### src/rtl/parity_frame_pkg.sv
// Shared definitions for the serial parity frame receiver and its sibling parity generator.
package parity_frame_pkg;

  localparam logic [2:0] ST_IDLE      = 3'd0;
  localparam logic [2:0] ST_DATA      = 3'd1;
  localparam logic [2:0] ST_PARITY    = 3'd2;
  localparam logic [2:0] ST_STOP      = 3'd3;
  localparam logic [2:0] ST_WAIT_HIGH = 3'd4;

  // Start, parity and stop bits surround the data bits of every frame.
  localparam int unsigned FRAME_OVERHEAD = 3;
  localparam int unsigned MAX_DATA_W     = 16;

  function automatic int unsigned frame_len(input int unsigned data_w);
    return data_w + FRAME_OVERHEAD;
  endfunction

  // Parity bit a transmitter places after the data; zero-extension does not change it.
  function automatic logic exp_parity(input logic [MAX_DATA_W-1:0] data, input logic odd);
    return (^data) ^ odd;
  endfunction

endpackage

### src/rtl/parity_frame_rx_sat_counter.sv
// Saturating up-counter with synchronous clear that takes priority over increment.
module sat_counter #(
  parameter int CNT_W = 8
) (
  input  logic             clk,
  input  logic             rst_n,
  input  logic             inc,
  input  logic             clr,
  output logic [CNT_W-1:0] cnt
);

  logic [CNT_W-1:0] cnt_q;
  logic [CNT_W-1:0] cnt_d;

  // Next count: clear first, then increment unless already at full scale.
  always_comb begin
    cnt_d = cnt_q;
    if (clr) begin
      cnt_d = '0;
    end else if (inc && (cnt_q != {CNT_W{1'b1}})) begin
      cnt_d = cnt_q + {{(CNT_W-1){1'b0}}, 1'b1};
    end else begin
      cnt_d = cnt_q;
    end
  end

  // Count register.
  always_ff @(posedge clk) begin
    if (!rst_n) begin
      cnt_q <= '0;
    end else begin
      cnt_q <= cnt_d;
    end
  end

  assign cnt = cnt_q;

endmodule

### src/rtl/parity_frame_rx.sv
// Serial frame receiver: deframes start/data/parity/stop sampled on bit_en and
// reports the word with reduction flags, parity/framing status and an error count.
module parity_frame_rx
  import parity_frame_pkg::*;
#(
  parameter int DATA_W     = 4,
  parameter int ODD_PARITY = 0,
  parameter int CNT_W      = 8
) (
  input  logic              clk,
  input  logic              rst_n,
  input  logic              bit_en,
  input  logic              rx,
  input  logic              clr_cnt,
  output logic [DATA_W-1:0] data,
  output logic              valid,
  output logic              parity_err,
  output logic              frame_err,
  output logic              all_ones,
  output logic              any_one,
  output logic              busy,
  output logic [CNT_W-1:0]  err_cnt
);

  localparam int IDX_W = $clog2(frame_len(DATA_W));

  logic [2:0]        state_q, state_d;
  logic [IDX_W-1:0]  bit_cnt_q, bit_cnt_d;
  logic [DATA_W-1:0] shift_q, shift_d;
  logic              p_rx_q, p_rx_d;
  logic [DATA_W-1:0] data_q, data_d;
  logic              valid_q, valid_d;
  logic              parity_err_q, parity_err_d;
  logic              frame_err_q, frame_err_d;
  logic              all_ones_q, all_ones_d;
  logic              any_one_q, any_one_d;
  logic              busy_q, busy_d;
  logic              err_inc_s;
  logic              parity_bad_s;

  assign parity_bad_s = p_rx_q ^ exp_parity(MAX_DATA_W'(shift_q), 1'(ODD_PARITY));

  // Frame FSM, shift register and result capture; everything holds without bit_en.
  always_comb begin
    state_d      = state_q;
    bit_cnt_d    = bit_cnt_q;
    shift_d      = shift_q;
    p_rx_d       = p_rx_q;
    data_d       = data_q;
    valid_d      = 1'b0;
    parity_err_d = parity_err_q;
    frame_err_d  = frame_err_q;
    all_ones_d   = all_ones_q;
    any_one_d    = any_one_q;
    err_inc_s    = 1'b0;
    if (bit_en) begin
      case (state_q)
        ST_IDLE: begin
          if (!rx) begin
            state_d   = ST_DATA;
            bit_cnt_d = '0;
          end else begin
            state_d = ST_IDLE;
          end
        end
        ST_DATA: begin
          for (int i = 0; i < DATA_W; i++) begin
            if (bit_cnt_q == IDX_W'(i)) begin
              shift_d[i] = rx;
            end
          end
          if (bit_cnt_q == IDX_W'(DATA_W - 1)) begin
            state_d = ST_PARITY;
          end else begin
            bit_cnt_d = bit_cnt_q + {{(IDX_W-1){1'b0}}, 1'b1};
          end
        end
        ST_PARITY: begin
          p_rx_d  = rx;
          state_d = ST_STOP;
        end
        ST_STOP: begin
          data_d       = shift_q;
          all_ones_d   = &shift_q;
          any_one_d    = |shift_q;
          parity_err_d = parity_bad_s;
          frame_err_d  = ~rx;
          valid_d      = 1'b1;
          err_inc_s    = parity_bad_s | ~rx;
          state_d      = rx ? ST_IDLE : ST_WAIT_HIGH;
        end
        ST_WAIT_HIGH: begin
          state_d = rx ? ST_IDLE : ST_WAIT_HIGH;
        end
        default: begin
          state_d = ST_IDLE;
        end
      endcase
    end else begin
      state_d = state_q;
    end
    busy_d = (state_d != ST_IDLE);
  end

  // State and output registers.
  always_ff @(posedge clk) begin
    if (!rst_n) begin
      state_q      <= ST_IDLE;
      bit_cnt_q    <= '0;
      shift_q      <= '0;
      p_rx_q       <= 1'b0;
      data_q       <= '0;
      valid_q      <= 1'b0;
      parity_err_q <= 1'b0;
      frame_err_q  <= 1'b0;
      all_ones_q   <= 1'b0;
      any_one_q    <= 1'b0;
      busy_q       <= 1'b0;
    end else begin
      state_q      <= state_d;
      bit_cnt_q    <= bit_cnt_d;
      shift_q      <= shift_d;
      p_rx_q       <= p_rx_d;
      data_q       <= data_d;
      valid_q      <= valid_d;
      parity_err_q <= parity_err_d;
      frame_err_q  <= frame_err_d;
      all_ones_q   <= all_ones_d;
      any_one_q    <= any_one_d;
      busy_q       <= busy_d;
    end
  end

  sat_counter #(.CNT_W(CNT_W)) u_err_cnt (
    .clk   (clk),
    .rst_n (rst_n),
    .inc   (err_inc_s),
    .clr   (clr_cnt),
    .cnt   (err_cnt)
  );

  assign data       = data_q;
  assign valid      = valid_q;
  assign parity_err = parity_err_q;
  assign frame_err  = frame_err_q;
  assign all_ones   = all_ones_q;
  assign any_one    = any_one_q;
  assign busy       = busy_q;

endmodule

### config.mk
export PLATFORM = sky130hd
export DESIGN_NAME = parity_frame_rx
export DESIGN_NICKNAME = d
export VERILOG_FILES = /design/src/rtl/parity_frame_pkg.sv /design/src/rtl/parity_frame_rx_sat_counter.sv /design/src/rtl/parity_frame_rx.sv
export SDC_FILE = /design/constraint.sdc
export NUM_CORES = 1
export LEC_CHECK = 0
export CORE_MARGIN = 2
export CORE_UTILIZATION = 56
export DETAILED_ROUTE_END_ITERATION = 8
export PLACE_DENSITY_LB_ADDON = 0.05
export SETUP_SLACK_MARGIN = 0.5
export SLEW_MARGIN = 0
export SYNTH_ARGS = -nofsm -noshare
export SYNTH_HDL_FRONTEND = slang
export SYNTH_SLANG_ARGS = --single-unit
### constraint.sdc
create_clock -name clk -period 5.6 [get_ports clk]
set_input_delay 1.4 -clock clk [delete_from_list [all_inputs] [get_ports clk]]
set_output_delay 1.4 -clock clk [all_outputs]
set_load 0.05 [all_outputs]
==> impl_results.md, run 1 <==
- CP Data Arrival Time: 3.35 ns
- Crit Path Category: primary input to register
- Reg clk slew, reported paths: 0.09 ns
- Logic pwr share: under 10%
- CTS resizes: 0
- Crit path max-delay family: simple AND/OR/NAND/NOR gates
- Switching Share: 21.8%
- Row cnt: 18
- Post-Syn Area: 1450 sq um
- CTS H-tree lvls: 2
- Final layout net count: 196
- R2r setup slk: 3.63 ns
- Sequential share of power: between 50 and 60%
- Die Width: 54.9 microns
- P&R area growth vs syn: 20.0%
- # IOs: 23
- Post-route clock period utilization: 55.4%
- # diodes: 0
- Vias/cell: 5.60
- Clock buffer depth: 2
- R2r endpoint: u_err_cnt.cnt[4]
- Clk sinks: 29
- Slew HR: 59.1%
- Hold_sp: data[1]
- Congestion Overflow GR: 0
- Post-DRT Antenna Nets: 0
- Initial Utilization: 58.6%
- Seq/Total Area, Yosys: 40.0%
- Initial antenna violation count: 0
- Post-synth EDFFs: 0
- Part of the power in the clock network: between 30% and 40%
- TritonCTS buffer count: 5
- Critical path fanouts, max: 14
- Syn nets: 175
- Critical Path RT: 5.85 ns
- Skew final: ~0.006 ns
- # fillers: 210
- FF-to-FF path depth: 6
- Final Setup Violations: 0
- Slew at the pin closest to its max-slew limit: 0.612 ns
- FF-to-FF Start: shift_q[2]
- Unrepaired setup endpoints after global routing: no
- CTS root buf: clkbuf_4
- Syn avg cell area: 9.08 sq um
- Synth top area cells: dfxtp_1 (40%), ha_1 (8.6%), a21boi_0 (5.2%)
- Synth Register Bits: 29
- Lkg Pwr: 0.629 nW
- Worst Setup End Kind: register
- P_int: 0.289 mW
- Hpwl dp: roughly 2 mm
- Cts hold-fix bufs: 0
- Worst min path class: register to register
- Top cell type by total area after synthesis: dfxtp_1
- Residual DRC: 0
- Layout cells sized above 1: under 10%
- Buf+Inv Stages, Crit Path: 1
- Sw Pwr: 0.0808 mW
- Final Hold Vio Count: 0
- CP max-delay cell: clkdlybuf4s50_1
- DIE AREA: between 3000 and 4000 sq um
- Detailed-router iteration count before antenna repair: 4
- Synth cell types: 38
- Synth warnings: 0
- Vias in the first global route: 1026
- Ys async rst share: 0%
- Max-slew violations: 0
- Avg WL per Cell: 12.9 microns
- Crit path depth: 5
- Setup crit start kind: primary input
- CORE AREA: approximately 2500 sq um
- Vias: 1187
- Fin Setup TNS: 0 ns
- Maximum vdd ir drop: 0.000204 V
- Die Y: 54.9 microns
- Worst hold stages: 2
- Clk_lat worst skew: 0.32 ns
- GP Congestion: 0.744
- Initial DRC count: 12
- PwrDens: 212 nW/um^2
- Total GRT Usage: 21.0%
- Final core utilization: between 70% and 80%
- Main synth FF type: dfxtp_1
- Hold EP: data[1]
- Fmax: about 320 MHz
- Post-CTS Setup Inserts: 0
- CP cell instances: clkdlybuf4s50_1 > and4b_1 > o21ai_2 > or4_1 > a21oi_1
- Period minus WS final: 3.10 ns
- Pin count of the biggest net entering global routing: 23
- First-pass GRT wire length: 4.42 mm
- Cells after Synth: 160
- Post-Route WL: roughly 2.7 mm
- Max stage delay on crit path: 0.60 ns
- CTS tree: built
- Share of the synthesized area in the top cell type: between 30% and 40%
- IO Port Bufs: 22
- Outcome: finished, final reports clean
- Max Cap Viol: 0
-- kinds of logic (layout without fill, tap and decap cells) --
family	count (synthesis)	in the layout	share of synthesized area, %
fa+ha+maj	10	10	8.61
buf+inv	19	41	5.43
simple gates	61	61	23.6
mux	5	5	3.45
compound gates	35	35	17.2
xor+xnor	1	1	1.72
flops	29	29	40.0
-- synthesized netlist by cell type, drive strengths merged, types with 2 or more instances --
cell type and n:
mux2i 5, o31ai 3, a21oi 7, o2111ai 2
buf 6, clkbuf 2, inv 11, or3 6
nor2b 6, a21boi 11, nor2 5, ha 10
o21a 2, o311ai 2, nand2b 3, o21ai 4
nand3 8, nand4b 2, or4 3, nand2 18
dfxtp 29
-- registers in the layout (all words and copies together), names as in the netlist --
| register | cells |
|---|---|
| data | 4 |
| shift_q | 4 |
| frame_err | 1 |
| u_err_cnt.cnt | 8 |
| parity_err | 1 |
| any_one | 1 |
| state_q | 3 |
| busy | 1 |
| bit_cnt_q | 3 |
| p_rx_q | 1 |
| valid | 1 |
| all_ones | 1 |
-- area by class of cell --
class	count	area, sq um	area share [%]
multi-input cells	112	793	45.5
flip-flops and latches	29	581	33.3
clock inverters	1	5.00	0.287
inverters	11	41.3	2.37
well taps	30	37.5	2.15
repair buffers	22	220	12.6
clock buffers	7	65.1	3.73
-- power by group through the flow --
stage | registers (mW) | clock network [mW] | logic [mW]
5_1_grt | 0.210 | 0.157 | 0.0217
2_1_floorplan | 0.215 | 0 | 0.0132
3_3_place_gp | 0.214 | 0 | 0.0190
4_1_cts | 0.209 | 0.146 | 0.0195
3_5_place_dp | 0.214 | 0 | 0.0193
6_report | 0.210 | 0.141 | 0.0194
-- cells in the final DEF, fill, tap and decap left out, types with 3 or more instances in the layout --
cell type / netlist / final
o21ai_0: 3 / 3
a21boi_0: 10 / 10
nor2_1: 5 / 5
ha_1: 10 / 10
or3_1: 6 / 6
mux2i_1: 5 / 5
dfxtp_1: 29 / 29
nand2b_1: 3 / 3
a21oi_1: 7 / 7
clkdlybuf4s50_1: 0 / 22
clkbuf_4: 0 / 5
nand3_1: 8 / 8
nor2b_1: 6 / 6
o31ai_1: 3 / 3
nand2_1: 18 / 18
or4_1: 3 / 3
inv_1: 11 / 11
-- tightest hold or removal path: stages, from the launching register on --
cell	delay [ns]
dfxtp_1	0.32
nand2_1	0.05
a21boi_0	0.06
-- through the flow --
step           power [mW]  setup slack (ns)  area (sq um)  instances  hold slack, ns
2_1_floorplan       0.228              3.07          1450        160           0.431
3_3_place_gp        0.233              2.25          1670        204           0.438
3_5_place_dp        0.234              2.17          1670        204           0.463
4_1_cts             0.375              2.53          1740        212           0.475
5_1_grt             0.388              2.33          1740        212           0.489
6_report            0.370              2.50          1740        212           0.470
-- how the worst max path moves through the flow --
stage	slack, ns	from	to
floorplan	3.07	bit_en	busy
global placement	2.25	bit_en	u_err_cnt.cnt[4]
detailed placement	2.17	bit_en	u_err_cnt.cnt[4]
CTS	2.53	bit_en	u_err_cnt.cnt[4]
global route	2.33	bit_en	u_err_cnt.cnt[5]
finish	2.50	bit_en	u_err_cnt.cnt[4]
-- per-layer routing --
metal | part of all wire, % | up-vias | track usage [%] | wire length [microns]
met5 | 0 | - | 0 | 0
met4 | 0.91 | 0 | 7.32 | 25
met3 | 4.0 | 2 | 8.87 | 110
met2 | 48 | 22 | 34.3 | 1300
met1 | 47 | 554 | 24.6 | 1300
li1 | - | 609 | - | -
No activity file was read; power rests on OpenSTA's default activity.
==> run 2, diff against run 1 <==
--- a/config.mk
+++ b/config.mk
@@ -6,7 +6,7 @@
 export NUM_CORES = 1
 export LEC_CHECK = 0
 export CORE_MARGIN = 2
-export CORE_UTILIZATION = 56
+export CORE_UTILIZATION = 52
 export DETAILED_ROUTE_END_ITERATION = 8
 export PLACE_DENSITY_LB_ADDON = 0.05
 export SETUP_SLACK_MARGIN = 0.5
==> constraint.sdc (replaced) <==
create_clock -name clk -period 3 [get_ports clk]
set_input_delay 0.75 -clock clk [delete_from_list [all_inputs] [get_ports clk]]
set_output_delay 0.75 -clock clk [all_outputs]
set_load 0.05 [all_outputs]
==> impl_results.md, run 2 (synthesis results as in run 1) <==
- GR peak layer: met2
- Total GRT Usage: 19.9% (-1.1 points)
- Logic pwr share: 5.6% (+0.4 points)
- Crit path max-delay family: buffers and inverters
- Pin count of the biggest net entering global routing: 15 (-35%)
- Hpwl dp: 2.04 mm (+1.8%)
- # IOs: 23 (unchanged)
- # diodes: 0 (unchanged)
- Initial Utilization: 53.6% (-5.0 points)
- Post-route clock period utilization: 78.4%
- CTS root buf: clkbuf_4
- Commonest cells after routing, fill and taps aside: dfxtp_1 (29), clkdlybuf4s50_1 (22), nand2_1 (18)
- Initial DRC count: 42 (+30)
- Setup crit start kind: register
- Skew final: 0.00589 ns (-0.000226 ns)
- Max-slew violations: 0 (unchanged)
- DP Cell Count: 208 (+2.0%)
- CORE AREA: 2710 sq um (+9.4%)
- Final std cells w/o fill: 215 (+1.4%)
- Leading cell type in the layout, fill and taps excluded: dfxtp_1
- Final Setup Violations: 0 (unchanged)
- Final layout net count: 199 (+1.5%)
- Maximum vdd ir drop: 0.000288 V (+41%)
- # fillers: 240 (+14%)
- PwrDens: 380 nW/um^2 (+79%)
- P_int: 0.515 mW (+78%)
- Worst min path class: register to register
- Die Width: 56.9 microns (+3.5%)
- Max Cap Viol: 0 (unchanged)
- Buf+Inv Stages, Crit Path: 1 (unchanged)
- IO Port Bufs: 22 (unchanged)
- Congestion Overflow GR: 0 (unchanged)
- Total Power: 0.666 mW (+80%)
- Met3 usage: 6.22% (-2.6 points)
- Part of the power in the clock network: 35.7% (-2.4 points)
- Grt met1 use: 24.6% (about the same)
- Unrepaired setup endpoints after global routing: no
- Final Hold Vio Count: 0 (unchanged)
- DIE AREA: 3230 sq um (+7.1%)
- Switching Share: 22.6% (+0.78 points)
- Post-DRT Antenna Nets: 0 (unchanged)
- Critical Path RT: 2.25 ns (-3.60 ns)
- CTS H-tree lvls: 2 (unchanged)
- Vias: 1179 (-0.67%)
- Detailed-router iteration count before antenna repair: 4 (unchanged)
- Period minus WS final: 2.35 ns
- Max stage delay on crit path: 0.84 ns (+0.24 ns)
- Critical path fanouts, max: 7 (-7)
- Fmax: around 420 MHz
- Slew HR: 66.6% (+7.5 points)
- Met2 usage: 31.6% (-2.8 points)
- First-pass GRT wire length: 4.91 mm (+11%)
- Clk_lat worst skew: 0.32 ns (about the same)
- Clock buffer depth: 2 (unchanged)
- Vias/cell: 5.48 (-2.1%)
- Worst Setup End Kind: output pin
- Sequential share of power: 58.7% (+2.1 points)
- Slew at the pin closest to its max-slew limit: 0.499 ns (-0.113 ns)
- CTS tree: built
- GP Congestion: 0.709 (-4.8%)
- Post-Route WL: 2.74 mm (about the same)
- CP Data Arrival Time: 1.60 ns (-1.75 ns)
- TritonCTS buffer count: 5 (unchanged)
- CP cell instances: clkdlybuf4s50_1
- Cts hold-fix bufs: 0 (unchanged)
- Vias in the first global route: 1114 (+8.6%)
- Reg clk slew, reported paths: 0.09 ns (about the same)
- Layout cells sized above 1: 7.07% (+0.47 points)
- Post-CTS Setup Inserts: 0 (unchanged)
- Sw Pwr: 0.151 mW (+86%)
- Clk sinks: 29 (unchanged)
- Die Y: 56.9 microns (+3.5%)
- P&R area growth vs syn: 20.6%
- Avg WL per Cell: 12.7 microns (-1.4%)
- Lkg Pwr: 0.633 nW (+0.71%)
- Crit Path Category: register to output pin
- Outcome: finished, final reports clean
- Fin Setup TNS: 0 ns (unchanged)
- Initial antenna violation count: 0 (unchanged)
- Row cnt: 19 (+1)
- Largest register FFs: 8 (unchanged)
- CP max-delay cell: clkdlybuf4s50_1
- CTS resizes: 0 (unchanged)
- Residual DRC: 0 (unchanged)
==> run 2: cell type report <==
| class | instances | area, sq um | share of cell area (%) |
|---|---|---|---|
| flip-flops and latches | 29 | 581 | 33.1 |
| inverters | 11 | 41.3 | 2.36 |
| clock buffers | 7 | 55.1 | 3.14 |
| multi-input cells | 112 | 793 | 45.3 |
| well taps | 31 | 38.8 | 2.21 |
| repair buffers | 25 | 243 | 13.9 |
==> run 2: metal layers <==
layer / vias up / share of wire [%]
met5: - / 0
met3: 4 / 4.5
met2: 25 / 46
li1: 613 / -
met1: 537 / 47
met4: 0 / 1.7
==> run 2: path summary, 6_finish.rpt <==
kind         cells past startpoint  slack (ns)        startpoint                to
max                              1        0.65  u_err_cnt.cnt[2]        err_cnt[2]
max reg2reg                      6        1.02        shift_q[2]  u_err_cnt.cnt[1]
min                              2        0.45      bit_cnt_q[2]      bit_cnt_q[2]
min reg2reg                      2        0.45      bit_cnt_q[2]      bit_cnt_q[2]
==> run 2: stage by stage <==
stage	util, %	hold slack (ns)	area [sq um]	worst slack [ns]
after detailed placement	62.6	0.446	1700	0.490
after floorplan	-	0.431	1450	1.12
after global routing	64.6	0.487	1750	0.583
after CTS	64.6	0.459	1750	0.640
final	64.6	0.455	1750	0.647
after global placement	62.6	0.439	1700	0.550
==> run 2: power groups by stage <==
stage	sequential [mW]	clock [mW]	combinational (mW)
3_3_place_gp	0.400	0	0.0371
6_report	0.391	0.237	0.0374
2_1_floorplan	0.401	0	0.0246
4_1_cts	0.391	0.246	0.0379
5_1_grt	0.392	0.265	0.0414
3_5_place_dp	0.400	0	0.0378
==> run 3, diff against run 2 <==
--- a/config.mk
+++ b/config.mk
@@ -6,7 +6,7 @@
 export NUM_CORES = 1
 export LEC_CHECK = 0
 export CORE_MARGIN = 2
-export CORE_UTILIZATION = 52
+export CORE_UTILIZATION = 47
 export DETAILED_ROUTE_END_ITERATION = 8
 export PLACE_DENSITY_LB_ADDON = 0.05
 export SETUP_SLACK_MARGIN = 0.5
==> constraint.sdc (replaced) <==
create_clock -name clk -period 2.1 [get_ports clk]
set_input_delay 0.525 -clock clk [delete_from_list [all_inputs] [get_ports clk]]
set_output_delay 0.525 -clock clk [all_outputs]
set_load 0.05 [all_outputs]
==> impl_results.md, run 3 (synthesis results as in run 1) <==
- Outcome: finished, final reports clean
- Final core utilization: 65.4% (+0.78 points)
- Avg WL per Cell: 13.3 microns (+4.0%)
- Die Width: 59.6 microns (+4.8%)
- M1 WL: 1.44 mm (+11%)
- CORE AREA: 3000 sq um (+11%)
- Max Cap Viol: 0 (unchanged)
- # diodes: 0 (unchanged)
- Critical Path RT: 2.38 ns (+0.13 ns)
- CTS tree: built
- Detailed-router iteration count before antenna repair: 4 (unchanged)
- IO Port Bufs: 22 (unchanged)
- Slew at the pin closest to its max-slew limit: 0.467 ns (-0.0322 ns)
- WHS: 0.461 ns (+0.00556 ns)
- CP max-delay cell: or4_4
- CP Data Arrival Time: 2.09 ns (+0.49 ns)
- Final layout net count: 219 (+10%)
- Final worst-path setup slack: 0.288 ns (-0.359 ns)
- Initial Utilization: 48.4% (-5.2 points)
- Unrepaired setup endpoints after global routing: yes
- Final std cells w/o fill: 238 (+11%)
- Post-route clock period utilization: a little under nine tenths
- Slew HR: 68.8% (+2.2 points)
- Crit path max-delay family: simple AND/OR/NAND/NOR gates
- Post-DRT Antenna Nets: 0 (unchanged)
- Crit path depth: 6 (+5)
- Clk_lat worst skew: 0.33 ns (about the same)
- CTS H-tree lvls: 2 (unchanged)
- Post-Route WL: 3.16 mm (+15%)
- Place WS: -0.0633 ns (-0.553 ns)
- P&R area growth vs syn: 35.2%
- CP cell instances: inv_2 > ha_4 > xor3_2 > o21ai_4 > or4_4 > a21oi_2
- Placement Cell Area: 1760 sq um (+4.0%)
- Initial antenna violation count: 0 (unchanged)
- Congestion Overflow GR: 0 (unchanged)
- # fillers: 266 (+11%)
- Total GRT Usage: 20.5% (+0.60 points)
- Die Y: 59.6 microns (+4.8%)
- PwrDens: 486 nW/um^2 (+28%)
- Vias/cell: 5.47 (-0.24%)
- Pin count of the biggest net entering global routing: 15 (unchanged)
- DP Cell Count: 218 (+4.8%)
- FF-to-FF path depth: 6 (unchanged)
- Lkg Pwr: 0.779 nW (+23%)
- Skew final: 0.0143 ns (+0.00840 ns)
- Layout cells sized above 1: 36.6% (+30 points)
- DIE AREA: 3550 sq um (+9.9%)
- Final Setup Violations: 0 (unchanged)
- Leading cell type in the layout, fill and taps excluded: buf_4
- Initial DRC count: 50 (+19%)
- Row cnt: 20 (+1)
- GP Congestion: 0.736 (+3.9%)
- Fin Setup TNS: 0 ns (unchanged)
- Clk sinks: 29 (unchanged)
- # IOs: 23 (unchanged)
- R2r setup slk: 0.29 ns (-0.73 ns)
- CTS root buf: clkbuf_4
- Met3 WL: 149 microns (+21%)
- Largest register FFs: 8 (unchanged)
- Worst hold stages: 2 (unchanged)
- Post-route design area: 1960 sq um (+12%)
- First-pass GRT wire length: 5.42 mm (+11%)
- Residual DRC: 0 (unchanged)
- Hpwl dp: 2.10 mm (+2.9%)
- Buf+Inv Stages, Crit Path: 1 (unchanged)
- Clock buffer depth: 2 (unchanged)
- Maximum vdd ir drop: 0.000362 V (+26%)
- Fmax: between 500 and 600 MHz
- Max-slew violations: 0 (unchanged)
- Top Layer Used: met4
- Reg clk slew, reported paths: 0.10 ns (about the same)
- Critical path fanouts, max: 5 (-2)
- Worst Setup End Kind: register
- Setup crit start kind: register
- Commonest cells after routing, fill and taps aside: buf_4 (22), dfxtp_1 (21), nand2_1 (17)
- Final Hold Vio Count: 0 (unchanged)
- Vias in the first global route: 1194 (+7.2%)
- DR WL met2: 1.54 mm (+21%)
- Worst min path class: register to register
- Period minus WS final: 1.81 ns
- TritonCTS buffer count: 5 (unchanged)
- Total Power: 0.954 mW (+43%)
- Max stage delay on crit path: 0.52 ns (-0.32 ns)
- Vias: 1302 (+10%)
- Crit Path Category: register to register
==> run 3: layout make-up <==
type                            instances  area (sq um)  area share (%)
Timing Repair Buffer                   44           340            17.3
Inverter                               11          41.3            2.10
Tap cell                               33          41.3            2.10
Sequential cell                        29           593            30.2
Clock inverter                          2          10.0           0.510
Clock buffer                            6          41.3            2.10
Multi-Input combinational cell        113           897            45.7
==> run 3: worst paths after layout <==
path,endpoint,startpoint
setup / recovery,u_err_cnt.cnt[5],shift_q[0]
hold / removal,data[1],data[1]
setup reg to reg,u_err_cnt.cnt[5],shift_q[0]
hold reg to reg,data[1],data[1]
==> run 3: worst reg2reg max path, stage by stage, from the launching register on <==
cell     delay (ns)
dfxtp_4        0.37
inv_2          0.04
ha_4           0.23
xor3_2         0.39
o21ai_4        0.10
or4_4          0.52
a21oi_2        0.12
==> run 3: timing repair <==
| item | CTS | global route |
|---|---|---|
| cloned | 1 | 0 |
| setup endpoints to repair | 28 | 24 |
| pin swaps | 14 | 11 |
| buffers inserted | 8 | 3 |
| hold buffers | 0 | 0 |
| resized for setup | 81 | 31 |
==> run 3: metal layers <==
metal,global-route usage (%),up-vias
li1,-,659
met1,25.9,616
met2,33.0,23
met3,6.55,4
met4,6.67,0
met5,0,-
==> run 3: where the power goes <==
part | internal [mW] | switching, mW | leakage, nW
Sequential | 0.553 | 0.00511 | 0.238
Combinational | 0.0349 | 0.0350 | 0.509
Clock | 0.127 | 0.199 | 0.0320
